`src/rtl/div_int_unit.sv`:
```
`default_nettype none
// ============================================================================
// Module   : div_int_unit
// Brief    : Sequential unsigned integer divider (restoring shift-subtract).
//            One quotient bit per clock behind a start/busy/valid handshake;
//            flags divide-by-zero with a one-edge response.
// Revision : 1.0 - initial release
// ============================================================================
module div_int_unit #(
  parameter int WIDTH = 4
) (
  input  logic             clk,
  input  logic             rst_n,
  input  logic             start,
  output logic             busy,
  output logic             valid,
  output logic             dbz,
  input  logic [WIDTH-1:0] x,
  input  logic [WIDTH-1:0] y,
  output logic [WIDTH-1:0] q,
  output logic [WIDTH-1:0] r
);

  // Counter just wide enough to reach WIDTH-1.
  localparam int              CW     = (WIDTH > 2) ? $clog2(WIDTH) : 1;
  localparam logic [CW-1:0]   C_LAST = CW'(WIDTH - 1);
  localparam logic [CW-1:0]   C_ONE  = CW'(1);

  typedef enum logic [0:0] {
    S_IDLE = 1'b0,
    S_CALC = 1'b1
  } state_t;

  state_t           state_q;
  logic [WIDTH:0]   acc_q;     // partial remainder plus next dividend bit
  logic [WIDTH-1:0] quo_q;     // remaining dividend bits on top, quotient bits shifted in below
  logic [WIDTH-1:0] div_q;     // captured divisor
  logic [CW-1:0]    cnt_q;
  logic             busy_q;
  logic             valid_q;
  logic             dbz_q;
  logic [WIDTH-1:0] q_q;
  logic [WIDTH-1:0] r_q;

  logic             ge_d;
  logic [WIDTH:0]   rem_d;
  logic [WIDTH:0]   acc_d;
  logic [WIDTH-1:0] quo_d;
  logic             unused_rem_msb;

  // One restoring step: trial subtract, pick remainder, shift in next dividend bit.
  always_comb begin
    ge_d  = (acc_q >= {1'b0, div_q});
    rem_d = ge_d ? (acc_q - {1'b0, div_q}) : acc_q;
    // The partial remainder is always below the divisor, so its top bit is zero.
    acc_d = {rem_d[WIDTH-1:0], quo_q[WIDTH-1]};
    quo_d = {quo_q[WIDTH-2:0], ge_d};
  end

  assign unused_rem_msb = rem_d[WIDTH];

  // Control FSM and datapath registers; all outputs are registered.
  always_ff @(posedge clk or negedge rst_n) begin
    if (!rst_n) begin
      state_q <= S_IDLE;
      acc_q   <= '0;
      quo_q   <= '0;
      div_q   <= '0;
      cnt_q   <= '0;
      busy_q  <= 1'b0;
      valid_q <= 1'b0;
      dbz_q   <= 1'b0;
      q_q     <= '0;
      r_q     <= '0;
    end else begin
      case (state_q)
        S_IDLE: begin
          if (start) begin
            if (y == '0) begin
              dbz_q   <= 1'b1;
              valid_q <= 1'b0;
              q_q     <= '0;
              r_q     <= '0;
            end else begin
              div_q   <= y;
              acc_q   <= {{WIDTH{1'b0}}, x[WIDTH-1]};
              quo_q   <= {x[WIDTH-2:0], 1'b0};
              cnt_q   <= '0;
              busy_q  <= 1'b1;
              valid_q <= 1'b0;
              dbz_q   <= 1'b0;
              state_q <= S_CALC;
            end
          end
        end
        S_CALC: begin
          acc_q <= acc_d;
          quo_q <= quo_d;
          cnt_q <= cnt_q + C_ONE;
          if (cnt_q == C_LAST) begin
            q_q     <= quo_d;
            r_q     <= rem_d[WIDTH-1:0];
            busy_q  <= 1'b0;
            valid_q <= 1'b1;
            state_q <= S_IDLE;
          end
        end
        default: state_q <= S_IDLE;
      endcase
    end
  end

  assign busy  = busy_q;
  assign valid = valid_q;
  assign dbz   = dbz_q;
  assign q     = q_q;
  assign r     = r_q;

endmodule
`default_nettype wire

```
`config.mk`:
```
export PLATFORM = sky130hd
export DESIGN_NAME = div_int_unit
export DESIGN_NICKNAME = d
export VERILOG_FILES = /design/src/rtl/div_int_unit.sv
export SDC_FILE = /design/constraint.sdc
export NUM_CORES = 1
export LEC_CHECK = 0
export ABC_CLOCK_PERIOD_IN_PS = 3450
export CORE_ASPECT_RATIO = 0.8
export CORE_MARGIN = 2
export CORE_UTILIZATION = 56
export DETAILED_ROUTE_END_ITERATION = 8
export HOLD_SLACK_MARGIN = 0.1
export PLACE_DENSITY = 0.93
export SYNTH_ARGS = -nofsm -noshare
export SYNTH_HDL_FRONTEND = slang
export SYNTH_SLANG_ARGS = --single-unit
```
`constraint.sdc`:
```
create_clock -name clk -period 3.45 [get_ports clk]
set_clock_uncertainty 0.2 [all_clocks]
set_input_delay 0.69 -clock clk [delete_from_list [all_inputs] [get_ports clk]]
set_output_delay 0.69 -clock clk [all_outputs]
set_load 0.005 [all_outputs]
```
==> run metrics <==
maxcap violations 0; drt pass-1 iters 4; hold slack final ~300 ps; Hold WC Path Type register to register; sequential share of the synthesized area between 50% and 60%; dominant cells by area after synthesis dfrtp_1 (51%), nand2_1 (5.1%), mux2_2 (5.1%); # rows 15; Worst Path Arrival about 2400 ps; simple-gate share of the synthesized area between 10% and 20%; #FFs+latches synth 27; Total GRT Usage between 20% and 30%; post-synth top area share slightly above 50%; Detailed Route WL 2.85 mm; Die Y 47.7 um; core box area 2200 um^2; Layout Nets between 150 and 200; DR WL/cell between 15 and 20 um; Most used DFF post-synth dfrtp_1; Final min period 2410 ps; number of synthesized flops with an enable pin 0; worst-margin pin slew around 630 ps; Compound-Gate Fraction of Synth Area a little over a fifth; CTS max path bufs 2; Sink Count 27; P_leak 0.682 nW; area grow syn2layout 19.4%; YS warnings 0; CTS buffer count 3; Min-Delay Path Depth 2; RSZ-0062 raised after global routing no; Die X 58.6 um; Net Count, Synth 143; worst hold start q[0]$_DFFE_PN0P_; vias in the first global route 1058; CTS tree yes; DIE AREA 2790 um^2; Fmax 0.415 GHz; clock latency on the worst-skew pair between 300 and 400 ps; status finished clean; Vias ~1100; critical path required time between 3000 and 4000 ps; Post-Synthesis Cells 126; Avg Synthesized Cell Area roughly 11 um^2; mux contribution to synthesized area between 5 and 6%; Starting Density between 60% and 70%; port buffer count 21; Critical Path Start Type primary input; WS Path Type primary input to register; setup bufs post-CTS 0; largest net degree at the start of global routing 28; FF-to-FF Start acc_q[2]$_DFFE_PN0P_; GRT overflow 0; post-synthesis adder-cell area fraction 6.19%; Reg clk slew, reported paths around 140 ps; Slew Limit Fails 0; ys async rst share 100%; TNS Setup 0 ps; Fin. Hold Viols 0; Synth Area in XOR/XNOR 0.657%; drt first-iter violations 39; Mapped Area 1330 um^2; largest family of logic cells by synthesized area compound AO/OA/AOI/OAI gates; H-tree Lvls 1; VDD IR-drop max 0.000692 V; Remaining DRCs 0; gp weighted congestion roughly 0.84; layout cell share with drive strength beyond 1 a little under a tenth; vias per cell approximately 6; first-pass GRT wire length between 4 and 5 mm; hold buffers post-CTS 0; cell taking the most area after synthesis dfrtp_1; PD cells between 900 and 1000 nW/um^2; Critical Path End Type register; Netlist cell types 35; relative slew slack slightly below 60%; worst r2r dst acc_q[1]$_DFFE_PN0P_; FF-to-FF setup slack between 1000 and 1500 ps; fill count 162; root buffer cell clkbuf_4; crit path max fanout 12; initial antenna violation count 0; hold endpoint q[0]$_DFFE_PN0P_; io pins 22; DP HPWL approximately 2.1 mm; post-CTS sizing 0; Antenna Cells 0; period utilization between 60% and 70%; worst-case reg-to-reg path depth 5; Finish-stage setup viols 0; post-route ant nets 0
## critical path: stages
cell             delay [ps]
clkdlybuf4s50_1         450
o41a_1                  540
nor2_4                  290
nor2_2                  110
a221o_1                 330
## sequential cells by signal, summed over array words and instances, names as in the netlist
register / count
valid: 1
quo_q: 4
r: 4
q: 4
state_q: 1
acc_q: 5
div_q: 4
dbz: 1
busy: 1
cnt_q: 2
## cells in the mapped netlist (all sizes together), types with 2 or more instances
| cell | count |
|---|---|
| nand2 | 18 |
| o31ai | 2 |
| o21ai | 9 |
| o2111ai | 3 |
| and2 | 3 |
| dfrtp | 27 |
| a21oi | 2 |
| buf | 2 |
| nor2 | 9 |
| o211ai | 5 |
| mux2 | 6 |
| a31oi | 2 |
| ha | 5 |
| o311ai | 4 |
| a221o | 4 |
| inv | 10 |
## layout by cell type, fill, tap and decap left out, types with 2 or more instances in the layout
cell type	count
dfrtp_1	27
clkdlybuf4s50_1	21
nand2_1	18
inv_1	10
o21ai_0	9
nor2_1	7
mux2_2	6
o211ai_1	5
ha_1	5
o311ai_0	4
a221o_1	4
o2111ai_1	3
and2_1	3
clkbuf_4	3
a21oi_1	2
o31ai_1	2
## logic make-up (layout without fill, tap and decap cells)
| kind of cell | count (synthesis) | in the layout |
|---|---|---|
| adder cells (fa/ha/maj) | 6 | 6 |
| buffers and inverters | 13 | 36 |
| AO/OA/AOI/OAI | 37 | 37 |
| multiplexers | 6 | 6 |
| AND/OR/NAND/NOR | 36 | 36 |
| flip-flops | 27 | 27 |
| XOR/XNOR | 1 | 1 |
## stage by stage
step | util [%] | worst slack [ps] | power (W) | instance area (um^2) | std cells
finish | 72.5 | 1040 | 0.00158 | 1590 | 174
floorplan | - | 1480 | 0.00115 | 1330 | 126
detailed placement | 71.3 | 716 | 0.00145 | 1570 | 170
CTS | 72.5 | 1060 | 0.00158 | 1590 | 174
global route | 72.5 | 995 | 0.00171 | 1590 | 174
global placement | 71.3 | 790 | 0.00139 | 1570 | 170
## worst max path at each step
stage	start	to	cells after the start	slack, ps
final	y[1]	quo_q[1]$_DFFE_PN0P_	5	1040
after global routing	y[1]	quo_q[2]$_DFFE_PN0P_	5	1000
after CTS	y[1]	quo_q[1]$_DFFE_PN0P_	5	1060
after detailed placement	y[1]	quo_q[1]$_DFFE_PN0P_	5	720
after global placement	y[1]	quo_q[3]$_DFFE_PN0P_	5	790
after floorplan	y[1]	quo_q[1]$_DFFE_PN0P_	4	1480
## layout make-up
class / count / area, um^2 / area share (%)
multi-input cells: 86 / 604 / 37.9
inverters: 10 / 37.5 / 2.36
flip-flops and latches: 27 / 676 / 42.4
repair buffers: 22 / 218 / 13.7
well taps: 25 / 31.3 / 1.96
clock buffers: 4 / 26.3 / 1.65
## report_power, final
part / total (W) / internal [W] / switching (W) / leakage, nW
Combinational: 0.000852 / 0.000408 / 0.000444 / 0.338
Clock: 0.000134 / 0.0000453 / 0.0000889 / 0.0150
Sequential: 0.000592 / 0.000472 / 0.000121 / 0.329
## metal layers
layer / share of wire [%] / global-route usage [%] / wire, um
met4: 0.77 / 5.58 / 22
met1: 42 / 28.1 / 1200
met5: 0 / 0 / 0
met2: 51 / 42.7 / 1460
met3: 5.8 / 5.41 / 165
(Power assumes the default switching activity.)
